### config.mk
export PLATFORM = sky130hd
export DESIGN_NAME = scan_index_gen_flat
export DESIGN_NICKNAME = d
export VERILOG_FILES = /design/src/rtl/scan_index_gen_if.sv /design/src/rtl/scan_index_gen.sv /design/src/flat_wrapper.sv
export SDC_FILE = /design/constraint.sdc
export NUM_CORES = 1
export LEC_CHECK = 0
export BUFFER_PORTS_ARGS = -buffer_cell sky130_fd_sc_hd__buf_2
export CORE_AREA = 2 2 64 66
export DETAILED_ROUTE_END_ITERATION = 16
export DIE_AREA = 0 0 66 68
export PLACE_DENSITY = 0.74
export SYNTH_ARGS = -nofsm -noshare
export SYNTH_HDL_FRONTEND = slang
export SYNTH_SLANG_ARGS = --single-unit
### constraint.sdc
create_clock -name clk -period 3.2 [get_ports clk]
set_input_delay 0.16 -clock clk [delete_from_list [all_inputs] [get_ports clk]]
set_output_delay 0.16 -clock clk [all_outputs]
set_load 0.01 [all_outputs]
### src/rtl/scan_index_gen_if.sv
// rtl/scan_index_gen_if.sv - scan index generator control/offer bundle
interface scan_index_gen_if;
    logic       en;
    logic [7:0] mask;
    logic       idx_ready;
    logic [2:0] idx;
    logic       idx_valid;
    logic       wrap;
    logic       busy;

    modport master (
        output en, mask, idx_ready,
        input  idx, idx_valid, wrap, busy
    );

    modport slave (
        input  en, mask, idx_ready,
        output idx, idx_valid, wrap, busy
    );
endinterface

### src/rtl/scan_index_gen.sv
// rtl/scan_index_gen.sv - round-robin channel index offer with per-index dwell
module scan_index_gen #(
    parameter int unsigned DWELL = 4
) (
    input  logic              clk,
    input  logic              rst,
    scan_index_gen_if.slave   bus
);

    typedef enum logic [1:0] {
        S_IDLE  = 2'd0,
        S_OFFER = 2'd1,
        S_DWELL = 2'd2
    } state_e;

    localparam logic [15:0] DWELL_LOAD = 16'(DWELL - 1);

    state_e      state_q, state_d;
    logic [2:0]  idx_q, idx_d;
    logic [15:0] cnt_q, cnt_d;
    logic        expired_q, expired_d;
    logic        valid_q, valid_d;
    logic        wrap_q, wrap_d;
    logic        busy_q, busy_d;

    logic [2:0]  low_idx;
    logic [2:0]  next_idx;
    logic        mask_any;

    // Lowest set bit for a fresh start; next set bit after idx_q (idx_q itself last) for rotation.
    always_comb begin
        low_idx  = 3'd0;
        next_idx = idx_q;
        mask_any = |bus.mask;
        for (int i = 7; i >= 0; i--) begin
            if (bus.mask[i]) begin
                low_idx = 3'(i);
            end
        end
        for (int k = 8; k >= 1; k--) begin
            if (bus.mask[idx_q + 3'(k)]) begin
                next_idx = idx_q + 3'(k);
            end
        end
    end

    always_comb begin
        state_d   = state_q;
        idx_d     = idx_q;
        cnt_d     = cnt_q;
        expired_d = expired_q;
        wrap_d    = 1'b0;
        case (state_q)
            S_IDLE: begin
                if (bus.en && mask_any) begin
                    idx_d   = low_idx;
                    state_d = S_OFFER;
                end
            end
            S_OFFER: begin
                if (bus.idx_ready) begin
                    if (bus.en) begin
                        state_d   = S_DWELL;
                        cnt_d     = DWELL_LOAD;
                        expired_d = 1'b0;
                    end else begin
                        state_d = S_IDLE;
                    end
                end
            end
            S_DWELL: begin
                // One settle cycle after the counter reaches zero: offer period is DWELL+2.
                if (!bus.en) begin
                    state_d = S_IDLE;
                end else if (expired_q) begin
                    if (mask_any) begin
                        idx_d   = next_idx;
                        wrap_d  = (next_idx <= idx_q);
                        state_d = S_OFFER;
                    end else begin
                        state_d = S_IDLE;
                    end
                end else if (cnt_q == 16'd0) begin
                    expired_d = 1'b1;
                end else begin
                    cnt_d = cnt_q - 16'd1;
                end
            end
            default: begin
                state_d = S_IDLE;
            end
        endcase
        valid_d = (state_d == S_OFFER);
        busy_d  = (state_d != S_IDLE);
    end

    always_ff @(posedge clk) begin
        if (rst) begin
            state_q   <= S_IDLE;
            idx_q     <= 3'd0;
            cnt_q     <= 16'd0;
            expired_q <= 1'b0;
            valid_q   <= 1'b0;
            wrap_q    <= 1'b0;
            busy_q    <= 1'b0;
        end else begin
            state_q   <= state_d;
            idx_q     <= idx_d;
            cnt_q     <= cnt_d;
            expired_q <= expired_d;
            valid_q   <= valid_d;
            wrap_q    <= wrap_d;
            busy_q    <= busy_d;
        end
    end

    assign bus.idx       = idx_q;
    assign bus.idx_valid = valid_q;
    assign bus.wrap      = wrap_q;
    assign bus.busy      = busy_q;

endmodule
### src/flat_wrapper.sv
// flat-port wrapper written by rule: the top's interface ports become plain ports
module scan_index_gen_flat 
#(
    parameter int unsigned DWELL = 4
)
  (clk, rst, bus_en, bus_mask, bus_idx_ready, bus_idx, bus_idx_valid, bus_wrap, bus_busy);
  scan_index_gen_if bus_i ();
  input  logic clk;
  input  logic rst;
  input wire logic [$bits(bus_i.en)-1:0] bus_en;
  input wire logic [$bits(bus_i.mask)-1:0] bus_mask;
  input wire logic [$bits(bus_i.idx_ready)-1:0] bus_idx_ready;
  output wire logic [$bits(bus_i.idx)-1:0] bus_idx;
  output wire logic [$bits(bus_i.idx_valid)-1:0] bus_idx_valid;
  output wire logic [$bits(bus_i.wrap)-1:0] bus_wrap;
  output wire logic [$bits(bus_i.busy)-1:0] bus_busy;
  assign bus_i.en = bus_en;
  assign bus_i.mask = bus_mask;
  assign bus_i.idx_ready = bus_idx_ready;
  assign bus_idx = bus_i.idx;
  assign bus_idx_valid = bus_i.idx_valid;
  assign bus_wrap = bus_i.wrap;
  assign bus_busy = bus_i.busy;
  scan_index_gen #(.DWELL(DWELL)) u_core (.clk(clk), .rst(rst), .bus(bus_i));
endmodule
# After elaboration in Yosys (flattened, before gate mapping)
# Index checks and enable logic that the tools add are counted.
# word_totals
in_bits	12
register_bits	25
wordCells	102
# op_classes
n_eq_ne	11
bitwise_logic	4
n_lt_le_gt_ge	8
reduce_logical	11
add_sub_neg	8
muxes	53
# ops
operator	n
2-to-1 mux 16 bit	5
2-to-1 mux 3 bit	19
one-hot mux 16 bit (2 select lines)	1
< comparator 3 x 4 -> 1 bit, second input constant	7
binary-select mux 1 bit (select 3 bit)	7
zero test 16 bit	1
subtractor 16 x 1 -> 16 bit, second input constant	1
2-to-1 mux 1 bit	13
adder 3 bit, second input constant	4
2-to-1 mux 2 bit	5
inequality test 2 bit, second input constant	5
OR reduction 8 bit	1
adder 3 x 2 -> 3 bit, second input constant	2
inequality test 2 x 1 -> 1 bit, second input constant	3
one-hot mux 2 bit (3 select lines)	1
one-hot mux 3 bit (2 select lines)	1
AND reduction 6 bit	1
nonzero test 2 bit	3
AND reduction 5 bit	1
OR reduction 5 bit	1
== test 2 x 1 -> 1 bit, second input constant	2
inverter 1 bit	4
AND reduction 4 bit	1
adder 3 x 1 -> 3 bit, second input constant	1
other kinds (5)	5

# Logic depth before layout (Yosys ltp)
# Gate-level depths: netlist of the first run.
# depth
depth_word	14
mapped_depth	15

# Least setup slack after synthesis of the first run
# No wires, ideal clock.
# synth_path
path_kind	flip-flop to flip-flop
from	register u_core.idx_q[0], in the netlist u_core.bus.idx[0]
to	register u_core.wrap_q, in the netlist u_core.bus.wrap
required_time_ns	3.122
synth_period_minus_slack_ns	3.248
path_buffers	2
stages_incl_launch_ff	16
setup_ns	0.078
slack_ns	-0.048
t_arrival_ns	3.170
cell_sequence	dfxtp_1 -> buf_6 -> inv_1 -> ha_1 -> clkbuf_8 -> mux4_2 -> mux2_4 -> a21o_1 -> o2111a_1 -> nor3_1 -> a21oi_1 -> ha_1 -> a21o_1 -> a21oi_1 -> a31oi_1 -> nor3_1
# synth_via
elab_chain_cells	11
elab_cells_between_ends	29
# synth_rtl
element	line_no	source
start: declaration	scan_index_gen.sv:19	logic [2:0] idx_q, idx_d;
start signal: assignment	scan_index_gen.sv:108	idx_q <= idx_d;
adder 3 bit	scan_index_gen.sv:41, scan_index_gen.sv:42	
binary-select mux 1 bit (select 3 bit)	scan_index_gen.sv:41	if (bus.mask[idx_q + 3'(k)]) begin
2-to-1 mux 1 bit (not written as such)	scan_index_gen.sv:41	
2-to-1 mux 3 bit (7 in series)	scan_index_gen.sv:41	
less-or-equal comparator 3 bit *	scan_index_gen.sv:78	wrap_d = (next_idx <= idx_q);
end signal: assignment	scan_index_gen.sv:112	wrap_q <= wrap_d;
end: declaration	scan_index_gen.sv:23	logic wrap_q, wrap_d;
# Every way passes the cells marked *; elsewhere a longest branch is shown, timed or not. The select of a mux whose other input is x is not followed.
# A chain may end at the register's enable or synchronous reset.

# Final worst setup path of the first run
# Same ends and word-level chain as after synthesis.

==> out/metrics.cfg, run 1 <==
[status]
status=complete, no violations

[detailed_routing]
drcViolationCount=0
wl_per_cell_um=14.97
wl_met2_mm=2.147
drt_wl_total_mm=4.355
detail-route-antenna-nets=0
via_per_inst=6.086
via_count=1771
route.met3.wl_um=83
dr.max_layer_used=met4
dr.first_iter.drc_count=163
dr.pass1.iters=4
wl_met1_mm=2.042

[final_layout]
nets=260
antenna_cells=0
fin_util_pct=55.65
final.fill_count=369
area_growth_pct=8.544
layout-drive-gt1-share_pct=19.09

[pwr]
p_switching_w=0.0002899
clkPwrFrac_pct=22.0
p_int_w=0.0005554
swShare_pct=34.29
p_total_w=0.0008453
powerDensity_mw_per_mm2=394.0
p_seq_share_pct=40.9
p_comb_share_pct=37.1
leakagePower_nw=0.8289
ir_worst_vdd_v=0.0003432

[critical_path]
reg2reg_slack_ns=0.19
critPathKind=flop to flop
startpoint=u_core.bus.idx[0]$_SDFFE_PP0P_
r2r_start=u_core.bus.idx[0]$_SDFFE_PP0P_
r2r_cells=13
worstPathMaxFanout=5
cp_cell_sequence=inv_1 > ha_1 > mux4_2 > mux2_4 > a21o_1 > o2111a_1 > nor3_1 > a21oi_1 > ha_1 > a21o_1 > a21oi_1 > a31oi_1 > nor3_1
slowest_delay_ns=0.39
critPathLaunchType=flop
crit_arrival_ns=3.21
r2r_end=u_core.bus.wrap$_SDFF_PP0_
slowest_stage=ha_1
cp.required_ns=3.40
cp-end-kind=flop

[synth]
syn_area_per_cell_um2=8.825
yosysWarnings=0
synth_top_area_share_pct=25.32
syn-cell-area_mm2=0.001977
yosys.area.top_type=dfxtp_1
ys.flop_type=dfxtp_1
ys_seq_area_share_pct=25.32
synth-edff-count=0
synth_seq_cells=25
async_flop_share_pct=0
synth_cell_type_count=60
synth_cells=224
synthTopCellsByArea=dfxtp_1 (25%), mux4_2 (5.7%), nor2_1 (5.1%), xor2_1 (4.4%), mux4_1 (4.0%)
syn_nets=242

[die]
die_y_um=68
initial_core_util_pct=51.27
core_region_area_mm2=0.003856
fp-row-count=23
die_w_um=66
die_area_mm2=0.004488
ios=18

[clock_tree]
clock_sinks=25
cts.clk_slew.worst_paths_ns=0.08
cts_buffer_depth=2
cts_setup_buffers=0
cts_made_buffers=3
cts-resized-gates=0
ctsHoldBuffers=0
htree_levels=1
cts-root-buf=clkbuf_8
cts_tree=done
clk_latency_ns=0.27

[sta]
period_share_pct=94.09
worst_hold_slack_ns=0.1991
finalSetupTns_ns=0
layout_min_cycle_time_ns=3.011
tightest_slew_ns=0.9329
rsz0062_at_grt=false
setup_viol=0
hold_viol=0
slew_violations=0
fin_worst_skew_ns=0.003294
fin_ws_ns=0.1893
max_slew_margin_pct=36.20
fmax_mhz=332.1

[global_routing]
grt_usage_pct=21.71
first_global_vias=1649
grt_antenna_before_repair=0
overflow=0
grt_pass1_wl_mm=7.721
grt_max_degree=15

[flow_run]
cap_violations=0

[place]
pre_cts_slack_ns=0.2367
gp_congestion=0.8300
numPortBuffers=17
dp_hpwl_mm=3.272

[min_path]
hp-class=input port to flop
whs_endpoint=u_core.expired_q$_SDFFE_PP0P_
min-delay-start=bus_en
hold_depth=3

==> per-layer routing <==
metal | GRT usage (%) | vias up
met5 | 0 | -
li1 | - | 880
met1 | 30.05 | 850
met3 | 1.809 | 10
met2 | 36.74 | 31
met4 | 5.867 | 0
==> area by class of cell <==
class,instances,area (µm²),share of cell area (%)
Multi-Input combinational cell,176,1360,63.38
Sequential cell,25,503.0,23.44
Timing Repair Buffer,22,122.6,5.714
Tap cell,50,62.56,2.915
Inverter,14,52.55,2.449
Clock buffer,4,45.04,2.099
==> synth_stat cells (all sizes together), types with 5 or more instances <==
library cell,n
nand3,10
a21oi,7
nand2,13
dfxtp,25
mux2i,6
a211oi,6
mux4,8
mux2,5
xnor2,7
ha,6
nor4,5
nor3,8
xor2,10
o21ai,9
buf,5
nor2,27
a221oi,5
inv,14
==> how the worst max path moves through the flow <==
| stage | end | slack [ns] |
|---|---|---|
| 6_report | u_core.bus.wrap$_SDFF_PP0_ | 0.19 |
| 5_1_grt | u_core.bus.wrap$_SDFF_PP0_ | 0.04 |
| 4_1_cts | u_core.bus.wrap$_SDFF_PP0_ | 0.21 |
| 3_5_place_dp | u_core.bus.wrap$_SDFF_PP0_ | 0.24 |
| 3_3_place_gp | u_core.bus.wrap$_SDFF_PP0_ | 0.29 |
| 2_1_floorplan | u_core.bus.wrap$_SDFF_PP0_ | 0.06 |
==> kinds of logic after synthesis <==
| family | count (synthesis) | share of synthesized area, % |
|---|---|---|
| flops | 25 | 25.32 |
| simple gates | 83 | 21.20 |
| compound gates | 51 | 19.94 |
| fa+ha+maj | 6 | 3.797 |
| buf+inv | 23 | 6.265 |
| mux | 19 | 15.95 |
| xor+xnor | 17 | 7.532 |
==> critical path: cells and delay by family, from the launching register on <==
family	cells	cell delay, ns
compound gates	6	0.84
fa+ha+maj	2	0.68
buf+inv	1	0.08
flops	1	0.33
mux	2	0.72
simple gates	2	0.30
==> power groups by stage <==
stage,logic [W],registers [W],clock network (W)
finish,0.000314,0.000346,0.000186
global route,0.000350,0.000348,0.000202
CTS,0.000311,0.000345,0.000189
detailed placement,0.000309,0.000352,0
global placement,0.000304,0.000351,0
floorplan,0.000244,0.000350,0
==> flip-flops by register name, summed over array words and instances (netlist names) <==
register              flops
u_core.cnt_q             16
u_core.bus.busy           1
u_core.bus.idx            3
u_core.state_q            2
u_core.bus.wrap           1
u_core.bus.idx_valid      1
u_core.expired_q          1
==> per-stage QoR <==
stage | instances | area, µm²
floorplan | 224 | 1979
global placement | 287 | 2093
detailed placement | 287 | 2093
CTS | 291 | 2138
global route | 291 | 2146
finish | 291 | 2146
==> layout by cell type, fill, tap and decap left out, drive strengths merged, types with 7 or more instances in the layout <==
master	count
nor2	27
dfxtp	25
buf	22
inv	14
nand2	13
nand3	10
xor2	10
o21ai	9
nor3	8
mux4	8
a21oi	7
xnor2	7
Power figures use the tool's default switching activity.
==> run 2, diff against run 1 <==
--- a/config.mk
+++ b/config.mk
@@ -10,6 +10,7 @@
 export DETAILED_ROUTE_END_ITERATION = 16
 export DIE_AREA = 0 0 66 68
 export PLACE_DENSITY = 0.74
+export SKIP_CTS_REPAIR_TIMING = 1
 export SYNTH_ARGS = -nofsm -noshare
 export SYNTH_HDL_FRONTEND = slang
 export SYNTH_SLANG_ARGS = --single-unit
==> constraint.sdc (replaced) <==
create_clock -name clk -period 2.5 [get_ports clk]
set_input_delay 0.125 -clock clk [delete_from_list [all_inputs] [get_ports clk]]
set_output_delay 0.125 -clock clk [all_outputs]
set_load 0.01 [all_outputs]
==> run 2 against run 1 <==
Compared with the run above: the run now ends with negative setup slack left; fmax grew 5.6%; core utilization grew 10 points; non-clock buffer count grew 44; cell count grew 15%; largest power group is now combinational cells.
==> out/metrics.cfg, run 2 (synthesis gave the netlist of run 1 again) <==
[status]
status=finished, violations left
violations=negative setup slack

[critical_path]
r2r_start=u_core.bus.idx[0]$_SDFFE_PP0P_
r2r_end=u_core.bus.wrap$_SDFF_PP0_
critPathLaunchType=flop
critPathKind=flop to flop
worstPathMaxFanout=8
crit_arrival_ns=3.05
reg2reg_slack_ns=-0.35
cp-end-kind=flop
r2r_cells=13
cp.required_ns=2.70

[final_layout]
largest_register_ffs=16
nets=304
area_growth_pct=28.16
layout_commonest_cell=buf_4
final.fill_count=319
antenna_cells=0
final_area_mm2=0.002534
layout-drive-gt1-share_pct=34.04
final_cell_mix=buf_4 (49), nor2_1 (27), dfxtp_1 (23)
max_flop_register=u_core.cnt_q

[min_path]
hold_depth=2
min-delay-start=rst
whs_endpoint=u_core.cnt_q[1]$_SDFFE_PP0P_
hp-class=input port to flop

[place]
placed_cell_area_mm2=0.002401
gp_congestion=0.8646
dp_hpwl_mm=3.852
numPortBuffers=17

[global_routing]
overflow=0
grt_pass1_wl_mm=8.211
grt_antenna_before_repair=0
use_met3_pct=2.303
use_met2_pct=41.67
grt_max_degree=16
first_global_vias=1798
grt_usage_pct=23.31
top_usage_layer=met2
gr-usage-met1_pct=30.09

[clock_tree]
clock_sinks=25
cts_made_buffers=3
cts.clk_slew.worst_paths_ns=0.09
htree_levels=1
clk_latency_ns=0.27
cts-root-buf=clkbuf_8
cts_buffer_depth=2
cts_tree=done

[die]
core_region_area_mm2=0.003856
die_w_um=66
die_area_mm2=0.004488
initial_core_util_pct=51.27
die_y_um=68
fp-row-count=23
ios=18

[sta]
setup_viol=3
max_slew_margin_pct=42.45
tightest_slew_ns=0.8610
fmax_mhz=350.8
slew_violations=0
hold_viol=0
fin_worst_skew_ns=0.003175
period_share_pct=114.0
layout_min_cycle_time_ns=2.851
finalSetupTns_ns=-0.6080
fin_ws_ns=-0.3508
rsz0062_at_grt=true

[detailed_routing]
dr.pass1.iters=4
drt_wl_total_mm=4.930
via_count=1919
detail-route-antenna-nets=0
via_per_inst=5.728
drcViolationCount=0
dr.first_iter.drc_count=79
wl_per_cell_um=14.72

[flow_run]
cap_violations=0

[pwr]
leakagePower_nw=1.057
powerDensity_mw_per_mm2=485.4
ir_worst_vdd_v=0.0004657

-- run 2: cell types whose count changed in the layout (fill, tap and decap cells not counted), sizes merged --
cell	delta
clkinvlp	+1
buf	+44
clkbuf	-1
-- run 2: per-layer routing --
| metal | wire length, µm | up-vias | part of all wire, % |
|---|---|---|---|
| met5 | 0 | - | 0 |
| met2 | 2424 | 32 | 49 |
| met3 | 131 | 8 | 2.7 |
| met4 | 73 | 0 | 1.5 |
| met1 | 2301 | 909 | 47 |
| li1 | - | 970 | - |
-- run 2: critical path, stage by stage (launching register included) --
cell	delay, ns
dfxtp_4	0.42
inv_4	0.05
ha_4	0.29
mux4_2	0.31
mux2_4	0.29
a21o_1	0.18
o2111a_1	0.25
nor3_2	0.15
a21oi_1	0.06
ha_1	0.29
a21o_1	0.16
a21oi_1	0.11
a31oi_1	0.05
nor3_1	0.16
-- run 2: worst max-delay path by stage --
stage	start	endpoint	slack, ns	depth (start not counted)
after floorplan	u_core.bus.idx[0]$_SDFFE_PP0P_	u_core.bus.wrap$_SDFF_PP0_	-0.46	15
after global placement	u_core.bus.idx[0]$_SDFFE_PP0P_	u_core.bus.wrap$_SDFF_PP0_	-0.25	13
after detailed placement	u_core.bus.idx[0]$_SDFFE_PP0P_	u_core.bus.wrap$_SDFF_PP0_	-0.34	12
after CTS	u_core.bus.idx[0]$_SDFFE_PP0P_	u_core.bus.wrap$_SDFF_PP0_	-0.35	12
after global routing	u_core.bus.idx[0]$_SDFFE_PP0P_	u_core.bus.wrap$_SDFF_PP0_	-0.49	13
final	u_core.bus.idx[0]$_SDFFE_PP0P_	u_core.bus.wrap$_SDFF_PP0_	-0.35	13
-- run 2: where the power goes --
part,internal [W],switching [W]
sequential,0.000419,0.0000231
clock,0.000113,0.000130
combinational,0.000284,0.000261
-- run 2: through the flow --
step	std cells	utilization (%)	setup WS, ns	hold WS [ns]	power [W]
3_5_place_dp	325	62.26	-0.3363	0.4406	0.0009575
3_3_place_gp	325	62.26	-0.2529	0.4339	0.0009427
4_1_cts	329	63.53	-0.3522	0.1590	0.001199
5_1_grt	335	65.70	-0.4871	0.1686	0.001298
6_report	335	65.70	-0.3508	0.1594	0.001230
2_1_floorplan	224	-	-0.4637	0.2775	0.0007637
-- run 2: layout make-up --
| cell class | instances | area, µm² | area share, % |
|---|---|---|---|
| clock buffers | 3 | 41.29 | 1.630 |
| clock inverters | 1 | 7.507 | 0.2963 |
| inverters | 14 | 57.56 | 2.272 |
| multi-input cells | 176 | 1404 | 55.41 |
| flip-flops and latches | 25 | 508.0 | 20.05 |
| well taps | 50 | 62.56 | 2.469 |
| repair buffers | 66 | 452.9 | 17.88 |
